--- src/rtl/c_coef_loader.sv ---
// Streams 3*N/2 coefficient words (C, C+S, C-S per butterfly) into a coefficient bank.
// Optional running checksum of the loaded words is enabled with `define C_LOAD_CHECKSUM_EN.
module c_coef_loader #(
    parameter int N   = 16,
    parameter int MSB = 16
) (
    input  logic           clk,
    input  logic           rst_n,
    input  logic           start,
    input  logic [MSB-1:0] s_data,
    input  logic           s_valid,
    output logic           s_ready,
    output logic           we,
    output logic [1:0]     count,
    output logic [N/2-1:0] bf_id,
    output logic [MSB-1:0] data,
`ifdef C_LOAD_CHECKSUM_EN
    output logic [MSB-1:0] checksum,
`endif
    output logic           busy,
    output logic           done
);

    localparam int BW = N / 2;
    localparam logic [BW-1:0] LAST_IDX = BW'(N / 2 - 1);
    localparam logic [1:0]    LAST_SEL = 2'd2;

    typedef enum logic [1:0] {IDLE, LOAD, DONE} state_t;

    state_t          state, state_nxt;
    logic [1:0]      sel;
    logic [BW-1:0]   idx;
    logic            accept;
    logic            load_go;
    logic            last_word;

    logic            vld_p1;
    logic [1:0]      count_p1;
    logic [BW-1:0]   bf_id_p1;
    logic [MSB-1:0]  data_p1;

    assign accept    = s_valid && s_ready;
    assign load_go   = (state == IDLE) && start;
    assign last_word = (sel == LAST_SEL) && (idx == LAST_IDX);

    always_ff @(posedge clk or negedge rst_n) begin
        if (!rst_n) state <= IDLE;
        else        state <= state_nxt;
    end

    always_comb begin
        state_nxt = state;
        s_ready   = 1'b0;
        busy      = 1'b0;
        done      = 1'b0;
        case (state)
            IDLE: begin
                if (start) state_nxt = LOAD;
            end
            LOAD: begin
                s_ready = 1'b1;
                busy    = 1'b1;
                if (accept && last_word) state_nxt = DONE;
            end
            DONE: begin
                busy      = 1'b1;
                done      = 1'b1;
                state_nxt = IDLE;
            end
            default: state_nxt = IDLE;
        endcase
    end

    // Select is the outer loop, butterfly index the inner one; select wraps to 0 after the final word.
    always_ff @(posedge clk or negedge rst_n) begin
        if (!rst_n) begin
            sel <= 2'd0;
            idx <= '0;
        end else if (load_go) begin
            sel <= 2'd0;
            idx <= '0;
        end else if (accept) begin
            if (idx == LAST_IDX) begin
                idx <= '0;
                sel <= (sel == LAST_SEL) ? 2'd0 : sel + 2'd1;
            end else begin
                idx <= idx + 1'b1;
            end
        end
    end

    // Stage p1: accepted word registered towards the coefficient bank
    always_ff @(posedge clk or negedge rst_n) begin
        if (!rst_n) begin
            vld_p1   <= 1'b0;
            count_p1 <= 2'd0;
            bf_id_p1 <= '0;
            data_p1  <= '0;
        end else begin
            vld_p1 <= accept;
            if (accept) begin
                count_p1 <= sel;
                bf_id_p1 <= idx;
                data_p1  <= s_data;
            end
        end
    end

    assign we    = vld_p1;
    assign count = count_p1;
    assign bf_id = bf_id_p1;
    assign data  = data_p1;

`ifdef C_LOAD_CHECKSUM_EN
    function automatic logic [MSB-1:0] wrap_add(input logic [MSB-1:0] a, input logic [MSB-1:0] b);
        return a + b;
    endfunction

    logic [MSB-1:0] sum_p1;

    always_ff @(posedge clk or negedge rst_n) begin
        if (!rst_n)       sum_p1 <= '0;
        else if (load_go) sum_p1 <= '0;
        else if (accept)  sum_p1 <= wrap_add(sum_p1, s_data);
    end

    assign checksum = sum_p1;
`endif

endmodule

--- config.mk ---
export PLATFORM = sky130hd
export DESIGN_NAME = c_coef_loader
export DESIGN_NICKNAME = d
export VERILOG_FILES = /design/src/rtl/c_coef_loader.sv
export SDC_FILE = /design/constraint.sdc
export NUM_CORES = 1
export LEC_CHECK = 0
export BUFFER_PORTS_ARGS = -buffer_cell sky130_fd_sc_hd__buf_2
export CELL_PAD_IN_SITES_DETAIL_PLACEMENT = 1
export CELL_PAD_IN_SITES_GLOBAL_PLACEMENT = 2
export CORE_ASPECT_RATIO = 0.9
export CORE_UTILIZATION = 30
export CTS_CLUSTER_DIAMETER = 200
export DETAILED_ROUTE_END_ITERATION = 6
export HOLD_SLACK_MARGIN = 0.08
export PLACE_DENSITY = 0.87
export REMOVE_ABC_BUFFERS = 1
export SLEW_MARGIN = 20
export SYNTH_ARGS = -nofsm -noshare
export SYNTH_HDL_FRONTEND = slang
export SYNTH_SLANG_ARGS = --single-unit
--- constraint.sdc ---
create_clock -name clk -period 1.9 [get_ports clk]
set_input_delay 0.38 -clock clk [delete_from_list [all_inputs] [get_ports clk]]
set_output_delay 0.38 -clock clk [all_outputs]
set_load 0.02 [all_outputs]
* Word-level counts from Yosys, hierarchy flattened
Index checks and enable logic that the tools add are counted.
Storage, ports and cells: bits in writable memories 0, memories kept 0, bits in registers 39, bits in latches 0, input bits 20, word-level logic and storage cells 38, output and inout port bits 30, ROM bits 0
Operators by class: reductions and logical operators 10, order comparisons 0, multiplexer cells 13, divide/modulo/power cells 0, bitwise operators 0, multiply operators 0, add/subtract/negate cells 2, shift operators 0, equality and inequality tests 6
Operators with widths (number):
- $mux 8 | 3
- $mux 2 | 6
- $add 8x1->8 const B | 1
- $eq 8x3->1 const B | 1
- $eq 2x2->1 const B | 2
- $logic_and 1x1->1 | 4
- $ne 2x2->1 const B | 2
- $pmux 2 s2 | 1
- $reduce_and 2->1 | 2
- $reduce_bool 2->1 | 2
- $mux 1 | 3
- $add 2x1->2 const B | 1
- $eq 2x1->1 const B | 1
- $logic_not 2->1 | 1
- $reduce_or 2->1 | 1

* Logic depth before layout (Yosys ltp)
depth after elaboration 6, depth in mapped cells 8, gate-level depth less buffers 7

* Least setup slack after synthesis
Ideal clock, no wire load.
path type register -> register, start reg state[1], end reg sel[1], required time 1.822 ns, arrival 1.630 ns, clock period less this slack 1.707 ns, cell stages (with the launch flop) 8, library setup time 0.078 ns, setup slack 0.193 ns, path buffers 0, cell sequence dfrtp_1 > inv_1 > ha_1 > nand2_1 > inv_1 > nand3_4 > or3b_1 > a21oi_1
Between the ends: word-level cells in the longest chain between the ends 5, elaborated cells on any way between the ends 9, those cells by class eq/ne (1); mux (2); reduce/logical (6)
RTL lines:
- start, declared | RTL line 30 | state_t state, state_nxt;
- start signal, assigned | RTL line 48 | else state <= state_nxt;
- $eq 2x1->1 | RTL line 56 | case (state)
- $mux 1 | RTL line 56
- net s_ready | RTL line 12 | output logic s_ready,
- $logic_and 1x1->1 | RTL line 42 | assign accept = s_valid && s_ready;
- $reduce_bool 2->1 (no line)
- $reduce_and 2->1 (no line)
- end signal, assigned | RTL line 85 | sel <= (sel == LAST_SEL) ? 2'd0 : sel + 2'd1;
- end, declared | RTL line 31 | logic [1:0] sel;
The timed path passes the listed nets, and every way through them passes these cells. A chain may end at the register's enable or synchronous reset.

* Worst setup path in the final report
start reg idx[0], end reg state[0]
Between the ends: word-level cells in the longest chain between the ends 5
RTL lines:
- start, declared | RTL line 32 | logic [BW-1:0] idx;
- start signal, assigned | RTL line 87 | idx <= idx + 1'b1;
- $eq 8x3->1 | RTL line 44 | assign last_word = (sel == LAST_SEL) && (idx == LAST_IDX);
- $logic_and 1x1->1 | RTL line 44
- $logic_and 1x1->1 | RTL line 63 | if (accept && last_word) state_nxt = DONE;
- $ne 2x2->1 (no line)
- $reduce_and 2->1 (no line)
No other way between the ends.

==> run_results.csv <==
group,metric,value,unit
routing,via_count,1366,
sta,tns,0,ps
pwr,p_sw_share,38.8,%
synth,syn_avg_cell_area,9.44,µm²
clock_network,cts_sinks,39,
grt,grtUsageTotal,14.1,%
setup_path,reg2reg_from,"idx[0]",
clock_network,clockBufferDepth,2,
floorplanning,start_util,31.7,%
floorplanning,die_h,73.6,µm
clock_network,cts-buffers-inserted,5,
floorplanning,io_pins,50,
finish,fin_area,0.00216,mm²
sta,period_needed,1710,ps
clock_network,cts_setup_buffers,0,
job,cap_viol_max_count,0,
finish,fin_nets,261,
pwr,ir_drop,563,µV
grt,grt_overflow_total,0,
clock_network,root_buffer,"clkbuf_8",
setup_path,worst_ep_arrival_time,1890,ps
synth,synth_most_common_cell,"nand2_1",
routing,first_iter_violations,102,
clock_network,htreeDepth,2,
sta,slew_viol_final,0,
placement,routabilityCongestion,0.807,
clock_network,cts_resized,0,
sta,relSlewSlack,67.5,%
routing,wirelength,3750,µm
clock_network,hold_buffers,0,
finish,area_delta_synth_final,26.3,%
clock_network,clkTransAtPathRegs,80,ps
synth,netlist_instances,181,
grt,grt_max_degree,40,
routing,via_per_inst,4.51,
routing,ant_nets,0,
sta,setup_violations,0,
grt,antenna_found_initial,0,
synth,yosys-top-cells-area,"dfrtp_1 (57%), nand2_1 (18%), ha_1 (4.4%)",
sta,worstMarginPinSlew,487,ps
routing,dr.pass1.iters,2,
finish,drive_gt1_share,28.4,%
sta,hold_viol_final,0,
setup_path,cp-end-kind,"register",
sta,rsz0062_at_grt,"false",
sta,fin_crit_sh,89.9,%
setup_path,reg2reg_to,"state[0]",
floorplanning,die_w,81.5,µm
grt,grt_pass1_vias,1344,
worst_hold_path,min_path_type,"in2async",
floorplanning,coreArea,0.00538,mm²
placement,dpl-instance-area,0.00204,mm²
setup_path,reg2reg_setup_slack,190,ps
pwr,p_clk_share,23.0,%
finish,diodes,0,
pwr,combPwrFrac,37.8,%
sta,clock_skew,7.09,ps
pwr,p_per_area,1400,mW/mm²
synth,netlist.area_leader.share,57.1,%
floorplanning,rows,25,
routing,wl_per_cell,12.4,µm
synth,yosysTopAreaCell,"dfrtp_1",
setup_path,path_class,"reg2reg",
synth,async_reset_ff_share,100,%
grt,grt_pass1_wl,6290,µm
synth,ys_seq_area_share,57.1,%
synth,ys.flop_type,"dfrtp_1",
pwr,intPower,1850,µW
setup_path,startpoint_type,"register",
pwr,power.share.sequential,39.2,%
synth,yosys_warnings,0,
synth,yosys_register_bits,39,
synth,synth_cell_types,27,
placement,place_hpwl,2700,µm
placement,portBuffers,49,
synth,netlist_top_cells_count,"nand2_1 (84), dfrtp_1 (39), nor2_1 (7)",
pwr,p_leak,0.00120,µW
synth,synth_edf_count,0,
finish,postLayoutCoreUtil,40.1,%
clock_network,cts_tree,"done",
run_status,outcome,"complete, no violations",
clock_network,clk_latency,290,ps
setup_path,critPathMaxFanout,7,
sta,fmax,0.585,GHz
synth,netlist_area,0.00171,mm²
routing,drc_errors,0,
setup_path,r2r_cells,5,
setup_path,cp.required,2080,ps
pwr,p_sw,1170,µW
floorplanning,dieArea,0.00600,mm²
power by group through the flow:
| stage | clock (µW) | sequential (µW) | combinational, µW |
|---|---|---|---|
| finish | 694 | 1180 | 1140 |
| global route | 758 | 1210 | 1280 |
| CTS | 729 | 1190 | 1180 |
| floorplan | 0 | 1420 | 515 |
| detailed placement | 0 | 1200 | 1180 |
| global placement | 0 | 1190 | 1150 |
through the flow:
| step | hold slack (ps) | std cells | power [µW] | setup slack (ps) |
|---|---|---|---|---|
| 2_1_floorplan | 84.4 | 174 | 1930 | -734 |
| 3_3_place_gp | 454 | 295 | 2340 | 241 |
| 3_5_place_dp | 460 | 295 | 2380 | 195 |
| 4_1_cts | 158 | 303 | 3090 | 185 |
| 5_1_grt | 184 | 303 | 3250 | 61.4 |
| 6_report | 136 | 303 | 3020 | 191 |
critical path: stages, from the launching register on:
cell	delay (ps)
dfrtp_1	460
ha_1	230
and4bb_4	280
nand4_1	90
a22o_1	230
mux2_4	300
registers in the layout (all words and copies together), names as in the netlist:
name / count
sel: 2
state: 2
we: 1
count: 2
data: 16
idx: 8
bf_id: 8
worst max path at each step:
| stage | slack [ps] | endpoint | start | depth (start not counted) |
|---|---|---|---|---|
| 2_1_floorplan | -730 | sel[1] | state[1] | 7 |
| 3_3_place_gp | 240 | state[1] | idx[0] | 5 |
| 3_5_place_dp | 200 | state[0] | idx[0] | 5 |
| 4_1_cts | 190 | state[0] | idx[0] | 5 |
| 5_1_grt | 60 | sel[1] | state[1] | 7 |
| 6_report | 190 | state[0] | idx[0] | 5 |
per-layer routing:
layer  share of wire [%]  vias up  GRT usage, %
met1                  48      647          18.5
met3                 6.5        6          5.34
met4                0.96        0          4.17
met5                   0        -             0
met2                  45       37          21.6
li1                    -      676             -
area by class of cell:
| class | instances | area [µm²] |
|---|---|---|
| Multi-Input combinational cell | 129 | 679 |
| Sequential cell | 39 | 976 |
| Tap cell | 67 | 83.8 |
| Timing Repair Buffer | 54 | 283 |
| Clock inverter | 3 | 43.8 |
| Inverter | 6 | 22.5 |
| Clock buffer | 5 | 68.8 |
| Fill cell | 660 | 3220 |
kinds of logic (layout without fill, tap and decap cells):
| kind of cell | Yosys count | after routing | synth area share (%) |
|---|---|---|---|
| flops | 39 | 39 | 57.1 |
| buf+inv | 13 | 68 | 3.08 |
| xor+xnor | 6 | 6 | 3.08 |
| compound gates | 8 | 8 | 2.86 |
| mux | 2 | 2 | 1.76 |
| fa+ha+maj | 6 | 6 | 4.40 |
| simple gates | 107 | 107 | 27.7 |
placed cells by master (no fill, tap or decap), drive strengths merged:
master / count
or3b: 1
clkinv: 2
nand3: 2
a21oi: 4
xnor2: 4
or3: 1
a22o: 1
o21ai: 1
inv: 6
bufinv: 1
a211oi: 1
buf: 54
and2: 1
nor2: 7
dfrtp: 39
nand4: 3
nand2: 84
ha: 6
or2b: 1
nor3: 3
mux2: 2
xor2: 2
and4bb: 1
a22oi: 1
nor4: 2
nor2b: 1
clkbuf: 5
(Power assumes the default switching activity.)
